### src/rtl/router_seq_pkg.sv
// rtl/router_seq_pkg.sv - shared FSM encoding and counter width for the router sequencer
package router_seq_pkg;

    typedef enum logic [2:0] {
        ST_IDLE,
        ST_SCAN,
        ST_BLANK,
        ST_WRITE,
        ST_SETTLE,
        ST_DONE
    } state_t;

    localparam int W_CNT = 8;

endpackage

### src/rtl/router_sequencer.sv
// rtl/router_sequencer.sv - stages route requests and replays changed routes to the router glitch-free
module router_sequencer
    import router_seq_pkg::*;
#(
    parameter int   W_SEL        = 4,
    parameter int   N_IN         = 8,
    parameter int   N_OUT        = 8,
    parameter logic ACTV_INIT    = 1'b1,
    parameter int   BLANK_CYCLES = 4
) (
    input  logic               clk_in,
    input  logic               rst_n_in,
    input  logic               req_valid_in,
    output logic               req_ready_out,
    input  logic [W_SEL-1:0]   req_src_in,
    input  logic [W_SEL-1:0]   req_dest_in,
    input  logic               req_actv_in,
    input  logic               commit_in,
    input  logic               err_clr_in,
    output logic               busy_out,
    output logic               done_out,
    output logic               err_out,
    output logic [W_SEL-1:0]   src_select_out,
    output logic [W_SEL-1:0]   dest_select_out,
    output logic               update_out,
    output logic [N_OUT-1:0]   output_active_out
);

    localparam int IW = (N_OUT > 1) ? $clog2(N_OUT) : 1;

    state_t             state, next_state;
    logic [W_SEL-1:0]   staged_src [N_OUT];
    logic [W_SEL-1:0]   live_src   [N_OUT];
    logic [N_OUT-1:0]   staged_actv;
    logic [IW-1:0]      idx;
    logic [W_CNT-1:0]   cnt;

    logic               accept, req_ok, changed, last_idx, cnt_done;

    always_comb begin
        next_state = state;
        accept     = req_valid_in && (state == ST_IDLE);
        req_ok     = ({1'b0, req_dest_in} < (W_SEL+1)'(N_OUT)) &&
                     ({1'b0, req_src_in}  < (W_SEL+1)'(N_IN));
        changed    = staged_src[idx] != live_src[idx];
        last_idx   = idx == IW'(N_OUT - 1);
        cnt_done   = cnt == W_CNT'(1);

        case (state)
            ST_IDLE:   if (commit_in) next_state = ST_SCAN;
            ST_SCAN: begin
                if (changed)       next_state = ST_BLANK;
                else if (last_idx) next_state = ST_DONE;
            end
            ST_BLANK:  if (cnt_done) next_state = ST_WRITE;
            ST_WRITE:  next_state = ST_SETTLE;
            ST_SETTLE: if (cnt_done) next_state = last_idx ? ST_DONE : ST_SCAN;
            ST_DONE:   next_state = ST_IDLE;
            default:   next_state = ST_IDLE;
        endcase
    end

    always_ff @(posedge clk_in) begin
        if (!rst_n_in) begin
            state             <= ST_IDLE;
            idx               <= '0;
            cnt               <= '0;
            staged_actv       <= {N_OUT{ACTV_INIT}};
            output_active_out <= {N_OUT{ACTV_INIT}};
            for (int i = 0; i < N_OUT; i++) begin
                staged_src[i] <= '0;
                live_src[i]   <= '0;
            end
            req_ready_out     <= 1'b1;
            busy_out          <= 1'b0;
            done_out          <= 1'b0;
            update_out        <= 1'b0;
            err_out           <= 1'b0;
            src_select_out    <= '0;
            dest_select_out   <= '0;
        end else begin
            state         <= next_state;
            // Status outputs are registered from next_state so they line up with the state they describe.
            req_ready_out <= next_state == ST_IDLE;
            busy_out      <= next_state != ST_IDLE;
            update_out    <= next_state == ST_WRITE;
            done_out      <= next_state == ST_DONE;

            if (accept && req_ok) begin
                staged_src[req_dest_in[IW-1:0]]  <= req_src_in;
                staged_actv[req_dest_in[IW-1:0]] <= req_actv_in;
            end

            if (accept && !req_ok)
                err_out <= 1'b1;
            else if (err_clr_in)
                err_out <= 1'b0;

            case (state)
                ST_IDLE: idx <= '0;
                ST_SCAN: begin
                    if (changed) begin
                        output_active_out[idx] <= 1'b0;
                        cnt                    <= W_CNT'(BLANK_CYCLES);
                    end else begin
                        output_active_out[idx] <= staged_actv[idx];
                        idx                    <= idx + 1'b1;
                    end
                end
                ST_BLANK: begin
                    // Selects are loaded on the way into WRITE so they are valid alongside the update pulse.
                    if (cnt_done) begin
                        src_select_out  <= staged_src[idx];
                        dest_select_out <= W_SEL'(idx);
                        live_src[idx]   <= staged_src[idx];
                        cnt             <= W_CNT'(BLANK_CYCLES);
                    end else begin
                        cnt <= cnt - 1'b1;
                    end
                end
                ST_SETTLE: begin
                    if (cnt_done) begin
                        output_active_out[idx] <= staged_actv[idx];
                        idx                    <= idx + 1'b1;
                    end else begin
                        cnt <= cnt - 1'b1;
                    end
                end
                default: ;
            endcase
        end
    end

endmodule
### config.mk
export PLATFORM = sky130hd
export DESIGN_NAME = router_sequencer
export DESIGN_NICKNAME = d
export VERILOG_FILES = /design/src/rtl/router_seq_pkg.sv /design/src/rtl/router_sequencer.sv
export SDC_FILE = /design/constraint.sdc
export NUM_CORES = 1
export LEC_CHECK = 0
export BUFFER_PORTS_ARGS = -buffer_cell sky130_fd_sc_hd__buf_2
export CORE_ASPECT_RATIO = 0.75
export CORE_MARGIN = 2
export CORE_UTILIZATION = 55
export CTS_BUF_LIST = sky130_fd_sc_hd__clkbuf_2 sky130_fd_sc_hd__clkbuf_4 sky130_fd_sc_hd__clkbuf_8
export DETAILED_ROUTE_END_ITERATION = 8
export GPL_ROUTABILITY_DRIVEN = 0
export GPL_TIMING_DRIVEN = 1
export HOLD_SLACK_MARGIN = 0.05
export PLACE_DENSITY_LB_ADDON = 0.12
export SLEW_MARGIN = 25
export SYNTH_ARGS = -nofsm -noshare
export SYNTH_HDL_FRONTEND = slang
export SYNTH_SLANG_ARGS = --single-unit
### constraint.sdc
create_clock -name clk_in -period 3.15 [get_ports clk_in]
set_clock_uncertainty 0.2 [all_clocks]
set_input_delay 0 -clock clk_in [delete_from_list [all_inputs] [get_ports clk_in]]
set_output_delay 0 -clock clk_in [all_outputs]
set_load 0.01 [all_outputs]
==> results of run 1 <==
## timing repair
item                                    in CTS  in global routing
resized for setup                            0                  2
buffers inserted                             0                  0
endpoints found under the setup margin       0                  7
endpoints found under the hold margin       80                  0
hold buffers                                19                  0
## flip-flops by register name, summed over array words and instances, names as in the netlist, named ones only
| name | cells |
|---|---|
| dest_select_out | 3 |
| live_src | 32 |
| idx | 3 |
| src_select_out | 4 |
| done_out | 1 |
| busy_out | 1 |
| output_active_out | 8 |
| staged_actv | 8 |
| state | 3 |
| req_ready_out | 1 |
| update_out | 1 |
| err_out | 1 |
| cnt | 8 |
| staged_src | 32 |
## area by class of cell
type	count	area, um^2	share of cell area, %
Sequential cell	109	2820	48.6
Multi-Input combinational cell	310	2100	36.2
Timing Repair Buffer	74	533	9.17
Tap cell	112	140	2.41
Clock buffer	10	138	2.37
Clock inverter	6	45.0	0.775
Inverter	8	30.0	0.516
## stage by stage
stage / utilization (%) / setup slack, ps / std cells
floorplan: - / 401 / 447
global placement: 60.6 / 251 / 594
detailed placement: 60.6 / 165 / 594
CTS: 64.7 / 157 / 629
global route: 64.8 / 4.29 / 629
finish: 64.8 / 141 / 629
## kinds of logic (layout without fill, tap and decap cells)
group	count (synthesis)	after routing	synth area share, %
buffers and inverters	28	98	2.49
multiplexers	27	27	10.2
AND/OR/NAND/NOR	176	176	17.0
XOR/XNOR	12	12	2.10
adder cells (fa/ha/maj)	4	4	0.998
flip-flops	109	109	56.3
AO/OA/AOI/OAI	82	82	10.9
other	1	9	0.0748
## cell usage after synthesis, drive strengths merged, types with 10 or more instances
| library cell | instances |
|---|---|
| a21oi | 21 |
| and2 | 30 |
| clkbuf | 15 |
| dfxtp | 45 |
| edfxtp | 64 |
| mux2i | 10 |
| mux4 | 16 |
| nand2 | 33 |
| nor2 | 66 |
| o21ai | 23 |
## layer usage
metal	track usage (%)	share of wire [%]	vias up
li1	-	-	1730
met1	37.1	50	1780
met2	37.0	45	107
met3	4.13	4.4	17
met4	7.43	1.5	0
met5	0	0	-
## power breakdown
part | switching (mW) | leakage, nW | internal (mW) | total (mW)
clock network | 0.489 | 0.0974 | 0.317 | 0.806
registers | 0.0363 | 1.02 | 1.56 | 1.60
logic | 0.170 | 1.08 | 0.129 | 0.298
total | 0.696 | 2.20 | 2.01 | 2.70
## path summary, 6_finish.rpt
kind	from	endpoint	slack (ps)
setup / recovery	flop	cnt[3]	140
hold / removal	req_valid_in	staged_actv[6]	190
setup reg to reg	flop	cnt[3]	140
hold reg to reg	cnt[6]	cnt[6]	290
## critical path, cell delays in order, from the launching register on
cell and delay (ps):
dfxtp_1 450, buf_12 160, mux4_2 520, mux2i_4 180, xnor2_1 180, o2111ai_2 330
mux2_1 410, a222oi_1 350, nor2_1 90
==> results.md, run 1 <==
- The run finished with clean final reports.
- For the worst setup path, the data arrival time is 3050 ps.
- Measured along the x axis, the die boundary spans 114 um.
- Leaving out fill and tap cells, the most frequent cells in the layout are nor2_1, edfxtp_1, dfxtp_1, nand2_1, buf_2.
- edfxtp_1 takes more of the synthesized area than any other cell.
- Compared with the post-synthesis result, the final layout area differs by 15.9%.
- The standby leakage power is 2.20 nW.
- The number of standard cells after synthesis is 439.
- The filler cells instantiated in the layout total 716.
- The final period demand of the worst path is 3010 ps.
- The number of synthesized flops with an enable pin is 64.
- The total routed wirelength is 11500 um.
- The number of distinct library cells after synthesis is 53.
- The routed layout has 3634 vias.
- The via count of the first global-routing pass is 3478.
- The count of nets left with antenna violations once routing finished came out at 0.
- Final hold analysis gives a worst-case slack of 188 ps.
- After detailed routing, the average wire length per cell comes to 18.3 um.
- The number of slew-limit violations in the final report is 0.
- The global-route wire length before repair is 18200 um.
- In this run the worst path has a maximum fanout of 7.
- The area share of the leading cell type in the synthesized netlist is 38.3%.
- The synthesized design contains 109 register bits.
- The first routing iteration left 291 violations.
- At the pin with the least slew margin, the transition time is 618 ps.
- The initial core utilization is 55.9%.
- The global-route congestion overflow total is 0.
- Global routing used 24.6% of the available tracks across all layers.
- After floorplanning, the core was divided into 30 placement rows.
- The floorplan step defined a die boundary enclosing 9910 um^2.
- The clock tree from TritonCTS is built.
- After detailed routing, the number of remaining DRC violations is 0.
- The share of the Yosys chip area taken by registers is 56.3%.
- The highest clock rate is 332 MHz.
- The clock drives 109 sinks.
- The clock insertion delay at the later pin of the skew report is 380 ps.
- The area of the placeable core is 8970 um^2.
- The count of endpoints failing hold in the final timing report came to 0.
- The worst pin sits at a relative slew slack of 58.7%.
- Setup total negative slack on the finished layout was measured at 0 ps.
- The dominant register cell in the synthesized netlist is edfxtp_1.
- The repair_antennas step left the layout with diodes totalling 0.
- Overall power consumption after layout is estimated at 2.70 mW.
- The startpoint type of the worst setup path is a flop.
- The number of clock buffers inserted by TritonCTS is 9.
- The count of max-cap constraint violations is 0.
- The maximum level of the CTS H-tree is 3.
- The total number of nets in the final design is 530.
- The mapped netlist covers 5020 um^2.
- Data on the critical path is required at its endpoint by 3190 ps.
- The initial antenna violation count came to 0.
- The largest net degree at the start of global routing is 33.
- The number of I/O pins is 35.
- The pre-antenna-repair detailed-routing pass consisted of 5 iterations.
- The ratio of total power to cell area is 465 nW/um^2.
- The fraction of final layout cells with drive strength greater than 1 is 18.8%.
- The final clock period utilization by the worst path is 95.5%.
- The type of element capturing the critical path is a flop.
- Leaving out fill and tap cells, the most frequent cell in the layout is nor2_1.
- The instance area at placement is 5430 um^2.
- Along the worst hold path, the cell count comes to 6.
- The total half-perimeter wirelength after legalization and detailed placement is 8230 um.
- The type of the worst setup path is reg -> reg.
- The final cell area excluding filler cells is 5810 um^2.
- By area the synthesized netlist is led by edfxtp_1, dfxtp_1, mux4_2.
- The worst-case IR drop observed on VDD is 0.373 mV.
- Counting flops with an async set or reset pin after synthesis yields a share of 0%.
- The detailed-route vias per instance is 5.78.
- For the worst flop-to-flop path, the logic depth is 8.
- Averaged over all synthesized cells, the footprint is 11.4 um^2.
- In this run the worst hold path is classified as in -> reg.
- The die is 86.7 um tall.
- The number of synthesis warnings is 0.
- The clock transition at the registers of the reported paths is 110 ps.
- The setup violation total in the final timing report is 0.
- The clock tree root buffer cell is clkbuf_8.
- Setup repair after global routing left no endpoint under its margin.
- No sink is reached through more buffers than the 2 on the longest clock path.
- The count of buffers inserted at the top-level ports is 33.
(Power assumes the default switching activity.)
==> inputs of run 2 (changes only) <==
--- a/config.mk
+++ b/config.mk
@@ -14,7 +14,7 @@
 export GPL_ROUTABILITY_DRIVEN = 0
 export GPL_TIMING_DRIVEN = 1
 export HOLD_SLACK_MARGIN = 0.05
-export PLACE_DENSITY_LB_ADDON = 0.12
+export PLACE_DENSITY = 0.74
 export SLEW_MARGIN = 25
 export SYNTH_ARGS = -nofsm -noshare
 export SYNTH_HDL_FRONTEND = slang
==> results.md, run 2 (same netlist as run 1, synthesis figures left out) <==
- The standby leakage power is 2.19 nW (was 2.20 nW).
- The placed cell count is 593 (was 594).
- The count of endpoints failing hold in the final timing report is 0 (unchanged).
- The worst hold-check slack was 144 ps (was 188 ps).
- The count of max-cap constraint violations is 0 (unchanged).
- The final clock period utilization by the worst path is 92.4% (was 95.5%).
- The number of buffers on the longest clock path is 2 (unchanged).
- The transition at the pin with the smallest max-transition slack was 550 ps (was 618 ps).
- The global-route congestion overflow total was 0 (unchanged).
- The floorplan die height was 86.7 um (unchanged).
- The final cell area excluding filler cells is 5820 um^2 (was 5810 um^2).
- The number of buffers added for setup after CTS came to 0 (unchanged).
- The number of nets with antenna violations after detailed routing came to 0 (unchanged).
- The largest net degree at the start of global routing is 33 (unchanged).
- The clock sink count was 109 (unchanged).
- The initial antenna violation count was 0 (unchanged).
- The number of slew-limit violations in the final report came to 0 (unchanged).
- The global-route wire length before repair is 17400 um (was 18200 um).
- The type of the worst setup path is reg -> reg (unchanged).
- The area of the placeable core is 8970 um^2 (unchanged).
- The clock tree root buffer cell is clkbuf_8 (unchanged).
- The routed via count was 3627 (was 3634).
- The via count of the first global-routing pass is 3379 (was 3478).
- The clock transition at the registers of the reported paths came to 90 ps (was 110 ps).
- The startpoint type of the worst setup path is a flop (unchanged).
- The worst slack after detailed placement is 203 ps (was 165 ps).
- Outcome: completed (unchanged).
- The total DRC errors in the routed layout is 0 (unchanged).
- The antenna diode count is 0 (unchanged).
- The die area is 9910 um^2 (unchanged).
- The setup violation total in the final timing report was 0 (unchanged).
- The total number of nets in the final design is 531 (was 530).
- The total routed wirelength came to 10900 um (was 11500 um).
- The highest clock rate was 344 MHz (was 332 MHz).
- The fraction of final layout cells with drive strength greater than 1 is 18.7% (was 18.8%).
- The instance area at placement is 5410 um^2 (was 5430 um^2).
- The first-pass detailed-route iteration total came to 5 (unchanged).
- The required time reported for the critical path endpoint is 3240 ps (was 3190 ps).
- The final-layout fill cell count was 687 (was 716).
- Highest-count cells in the layout ignoring fill and taps: nor2_1, edfxtp_1, dfxtp_1, nand2_1, buf_2 (unchanged).
- The total half-perimeter wirelength after legalization and detailed placement is 7820 um (was 8230 um).
- The clock tree from TritonCTS is built (unchanged).
- Largest registers ranked by flip-flop count: live_src: 32 flops, staged_src: 32 flops (unchanged).
- The initial core utilization is 55.9% (unchanged).
- The final non-filler cell total is 630 (was 629).
- The overall power is 2.68 mW (was 2.70 mW).
- The ratio of total power to cell area came to 461 nW/um^2 (was 465 nW/um^2).
- The chip width was 114 um (unchanged).
- The overall fraction of global-route tracks in use was 23.4% (was 24.6%).
- The maximum level of the CTS H-tree is 3 (unchanged).
- The number of I/O pins is 35 (unchanged).
- The detail-routed net length per standard cell is 17.3 um (was 18.3 um).
- The worst hold path class is in -> reg (unchanged).
- The maximum net fanout on the critical path was 10 (was 7).
- The count of buffers inserted at the top-level ports is 33 (unchanged).
- The post-route core utilization came to 64.9% (was 64.8%).
- The final-layout setup total negative slack is 0 ps (unchanged).
- The clock insertion delay at the later pin of the skew report is 380 ps (about the same).
- The commonest non-fill, non-tap cell in the layout is nor2_1 (unchanged).
- The number of clock buffers inserted by TritonCTS is 9 (unchanged).
- RSZ-0062 raised after global routing: no (unchanged).
- The worst vdd rail ir drop came to 0.364 mV (was 0.373 mV).
- The violation count after the first detailed-route iteration is 357 (was 291).
- The detailed-route vias per instance is 5.76 (was 5.78).
- The remaining max-slew budget at the tightest pin is 63.0% (was 58.7%).
- The type of element capturing the critical path is a flop (unchanged).
- The worst path setup slack after routing is 239 ps (was 141 ps).
- The area growth from synthesis to layout is 16.0% (was 15.9%).
- The final period demand of the worst path is 2910 ps (was 3010 ps).
- The worst endpoint data arrival time was 3000 ps (was 3050 ps).
- The number of placement rows is 30 (unchanged).
==> run 2: cell types whose count changed in the layout (fill, tap and decap cells not counted) <==
cell | before | now
clkbuf_4 | 0 | 3
clkinv_2 | 2 | 0
dlygate4sd3_1 | 19 | 21
buf_12 | 1 | 0
clkbuf_8 | 10 | 9
clkinv_4 | 1 | 2
inv_6 | 3 | 2
nor3_1 | 7 | 6
nor3_2 | 0 | 1
==> run 2: worst paths after layout <==
kind / start / endpoint / slack, ps / cells after the start
worst max-delay path: flop / cnt[1] / 240 / 9
worst min-delay path: req_valid_in / staged_actv[2] / 140 / 6
worst max register to register: flop / cnt[1] / 240 / 9
worst min register to register: cnt[7] / cnt[7] / 290 / 2
==> run 2: repair_timing <==
item	CTS	global route
hold endpoints to repair	77	0
setup endpoints to repair	0	9
hold buffers	21	0
gates resized for setup	0	3
==> run 2: area by class of cell <==
cell class              instances  area [um^2]  area share [%]
clock inverters                 4         35.0           0.602
repair buffers                 75          533            9.16
well taps                     112          140            2.41
flip-flops and latches        109         2820            48.5
inverters                       8         30.0           0.516
clock buffers                  12          146            2.52
multi-input cells             310         2110            36.3
==> run 2: critical path, stage by stage (launching register included) <==
cell and delay [ps]:
dfxtp_1 320, buf_4 200, mux4_2 550, mux2i_4 210, xnor2_1 180, o2111ai_2 270, buf_4 250, a21oi_2 210
o21ai_1 200, a211oi_1 230
==> run 2: metal layers <==
metal / vias up / share of wire, % / track usage [%]
met3: 13 / 5.6 / 6.50
met5: - / 0 / 0
met1: 1758 / 47 / 32.8
li1: 1733 / - / -
met4: 0 / 1.1 / 5.43
met2: 123 / 46 / 36.8
==> run 2: report_power, final <==
| group | switching, mW | leakage [nW] | total, mW | internal [mW] |
|---|---|---|---|---|
| Clock | 0.462 | 0.0958 | 0.786 | 0.323 |
| Combinational | 0.166 | 1.07 | 0.294 | 0.128 |
| Sequential | 0.0403 | 1.02 | 1.60 | 1.56 |
| Total | 0.668 | 2.19 | 2.68 | 2.01 |
==> inputs of run 3 (changes only) <==
--- a/config.mk
+++ b/config.mk
@@ -5,16 +5,15 @@
 export SDC_FILE = /design/constraint.sdc
 export NUM_CORES = 1
 export LEC_CHECK = 0
-export BUFFER_PORTS_ARGS = -buffer_cell sky130_fd_sc_hd__buf_2
 export CORE_ASPECT_RATIO = 0.75
 export CORE_MARGIN = 2
 export CORE_UTILIZATION = 55
 export CTS_BUF_LIST = sky130_fd_sc_hd__clkbuf_2 sky130_fd_sc_hd__clkbuf_4 sky130_fd_sc_hd__clkbuf_8
 export DETAILED_ROUTE_END_ITERATION = 8
-export GPL_ROUTABILITY_DRIVEN = 0
+export DONT_BUFFER_PORTS = 1
 export GPL_TIMING_DRIVEN = 1
 export HOLD_SLACK_MARGIN = 0.05
-export PLACE_DENSITY = 0.74
+export PLACE_DENSITY = 0.7
 export SLEW_MARGIN = 25
 export SYNTH_ARGS = -nofsm -noshare
 export SYNTH_HDL_FRONTEND = slang
==> results.md, run 3 (same netlist as run 1, synthesis figures left out) <==
- The ratio of total power to cell area came to 489 nW/um^2 (was 461 nW/um^2).
- The clock tree root buffer cell is clkbuf_8 (unchanged).
- The top cell family by delay on the critical path is compound AO/OA/AOI/OAI gates (unchanged).
- The detailed-route vias per instance is 5.81 (was 5.76).
- The standby leakage power came to 2.07 nW (was 2.19 nW).
- The overall fraction of global-route tracks in use was 24.1% (was 23.4%).
- The clock tree from TritonCTS is built (unchanged).
- The worst hold path class is in -> reg (unchanged).
- The post-route core utilization is 63.5% (was 64.9%).
- The worst vdd rail ir drop is 0.371 mV (was 0.364 mV).
- The number of cells traversed by the worst register-to-register path came to 9 (unchanged).
- The count of endpoints failing hold in the final timing report is 0 (unchanged).
- The hold path startpoint is req_dest_in[3] (was req_valid_in).
- The register-to-register setup slack came to 230 ps (was 240 ps).
- The total number of nets in the final design is 498 (was 531).
- The count of max-cap constraint violations is 0 (unchanged).
- The worst hold-check slack is 242 ps (was 144 ps).
- The initial core utilization is 55.9% (unchanged).
- The remaining max-slew budget at the tightest pin is 62.5% (was 63.0%).
- The detail-routed net length per standard cell is 18.6 um (was 17.3 um).
- The clock sink count is 109 (unchanged).
- The buffers plus inverters on the worst setup path is 2 (unchanged).
- The total routed wirelength was 11100 um (was 10900 um).
- Highest-count cells in the layout ignoring fill and taps: nor2_1, edfxtp_1, dfxtp_1, nand2_1, and2_1 (was nor2_1, edfxtp_1, dfxtp_1, nand2_1, buf_2).
- The final period demand of the worst path is 2920 ps (was 2910 ps).
- The worst endpoint data arrival time is 3020 ps (was 3000 ps).
- The final-layout fill cell count is 707 (was 687).
- The final-layout setup total negative slack came to 0 ps (unchanged).
- The commonest non-fill, non-tap cell in the layout is nor2_1 (unchanged).
- The reported net switching power is 0.720 mW (was 0.668 mW).
- The clock transition at the registers of the reported paths is 110 ps (was 90 ps).
- The highest clock rate came to 342 MHz (was 344 MHz).
- The number of I/O pins is 35 (unchanged).
- The internal cell power is 2.07 mW (was 2.01 mW).
- Outcome: completed (unchanged).
- The setup violation total in the final timing report came to 0 (unchanged).
- The count of buffers inserted at the top-level ports is 0 (was 33).
- The fraction of final layout cells with drive strength greater than 1 is 13.0% (was 18.7%).
- The clock insertion delay at the later pin of the skew report was 390 ps (was 380 ps).
- RSZ-0062 raised after global routing: no (unchanged).
- The required time reported for the critical path endpoint is 3250 ps (was 3240 ps).
- The maximum net fanout on the critical path is 16 (was 10).
- The capture point of the worst reg-to-reg path is cnt[1] (unchanged).
- The maximum single-stage delay on the critical path is 580 ps (was 550 ps).
- The number of instances on the worst hold path was 4 (was 6).
- The number of clock buffers inserted by TritonCTS is 9 (unchanged).
- The part of the power in registers came to 57.6% (was 59.7%).
- The chip width is 114 um (unchanged).
- The number of nets with antenna violations after detailed routing is 0 (unchanged).
- The most used cell along the critical path is buf_4 (unchanged).
- The routed via count is 3472 (was 3627).
- The floorplan die height is 86.7 um (unchanged).
- Largest registers ranked by flip-flop count: live_src: 32 flops, staged_src: 32 flops (unchanged).
- The number of buffers added for setup after CTS was 0 (unchanged).
- The power share of the combinational group came to 10.0% (was 11.0%).
- The overall power is 2.79 mW (was 2.68 mW).
- The number of placement rows came to 30 (unchanged).
- The type of element capturing the critical path is a flop (unchanged).
- The global-route congestion overflow total is 0 (unchanged).
- The number of slew-limit violations in the final report came to 0 (unchanged).
- The maximum level of the CTS H-tree is 3 (unchanged).
- The cell with the largest stage delay on the worst path is mux4_2 (unchanged).
- The number of buffers on the longest clock path is 2 (unchanged).
- The global-route wire length before repair is 17900 um (was 17400 um).
- The area of the placeable core came to 8970 um^2 (unchanged).
- The total half-perimeter wirelength after legalization and detailed placement is 7810 um (was 7820 um).
- The final RePlAce weighted congestion is 0.851.
- The startpoint type of the worst setup path is a flop (unchanged).
- The initial antenna violation count came to 1 (was 0).
- The area growth from synthesis to layout is 13.6% (was 16.0%).
- The net switching fraction of the power is 25.8% (was 24.9%).
- Cells traversed along the worst timing path: buf_4 > mux4_2 > mux2i_4 > xnor2_1 > o2111ai_2 > buf_4 > a21oi_2 > o21ai_1 > a211oi_1 (unchanged).
- The portion of total power attributed to the clock network is 32.5% (was 29.3%).
- The largest net degree at the start of global routing is 46 (was 33).
- The final clock period utilization by the worst path is 92.8% (was 92.4%).
- The type of the worst setup path is reg -> reg (unchanged).
- The violation count after the first detailed-route iteration was 255 (was 357).
- The via count of the first global-routing pass is 3395 (was 3379).
- The total DRC errors in the routed layout is 0 (unchanged).
- The transition at the pin with the smallest max-transition slack is 562 ps (was 550 ps).
- The first-pass detailed-route iteration total was 7 (was 5).
- The endpoint with the worst hold slack is err_out (was staged_actv[2]).
- The die area was 9910 um^2 (unchanged).
==> run 3: changes by cell type in the layout (fill, tap and decap cells not counted) <==
cell,delta
diode_2,+1
clkinvlp_4,+2
dlygate4sd3_1,+1
inv_8,+3
bufinv_16,+1
buf_12,+1
buf_4,-2
buf_2,-33
clkinv_4,-2
clkbuf_4,-3
inv_6,-1
==> run 3: what timing repair did <==
action / 4_1_cts / 5_1_grt
endpoints found under the setup margin: 0 / 11
gates resized for setup: 0 / 3
endpoints found under the hold margin: 133 / 0
hold buffers: 23 / 0
==> run 3: power by group through the flow <==
stage	clock network, mW	registers (mW)	logic (mW)
2_1_floorplan	0	1.62	0.192
3_3_place_gp	0	1.63	0.230
3_5_place_dp	0	1.64	0.238
4_1_cts	0.921	1.60	0.273
5_1_grt	0.965	1.61	0.308
6_report	0.905	1.60	0.278
==> run 3: layout make-up <==
class / count / area (um^2) / area share (%)
Inverter: 8 / 30.0 / 0.527
Clock buffer: 9 / 124 / 2.17
Antenna cell: 1 / 2.50 / 0.0439
Sequential cell: 109 / 2820 / 49.5
Multi-Input combinational cell: 310 / 2110 / 37.0
Tap cell: 112 / 140 / 2.46
Timing Repair Buffer: 42 / 383 / 6.72
Clock inverter: 7 / 87.6 / 1.54
==> run 3: worst max-delay path by stage <==
| stage | cells past startpoint | slack [ps] | to |
|---|---|---|---|
| after detailed placement | 8 | 150 | cnt[2] |
| final | 9 | 230 | cnt[1] |
| after CTS | 8 | 120 | cnt[1] |
| after global routing | 9 | 30 | cnt[1] |
| after global placement | 8 | 200 | cnt[2] |
| after floorplan | 8 | 400 | cnt[3] |
==> run 3: per-stage QoR <==
stage                     instances  instance area [um^2]  setup WS [ps]
after floorplan                 447                  5050            401
final                           598                  5700            228
after CTS                       597                  5690            121
after detailed placement        558                  5230            151
after global routing            597                  5700           26.1
after global placement          558                  5230            197
==> run 3: per-layer routing <==
metal	track usage (%)	routed length, um
met4	5.88	121
met2	37.9	5130
met1	33.8	5290
met3	6.36	609
met5	0	0
==> run 3: worst register-to-register path: cells and delay by family (launching register included) <==
kind            cells  cell delay (ps)
buf+inv             2              500
flops               1              320
compound gates      4              880
mux                 2              760
xor+xnor            1              160
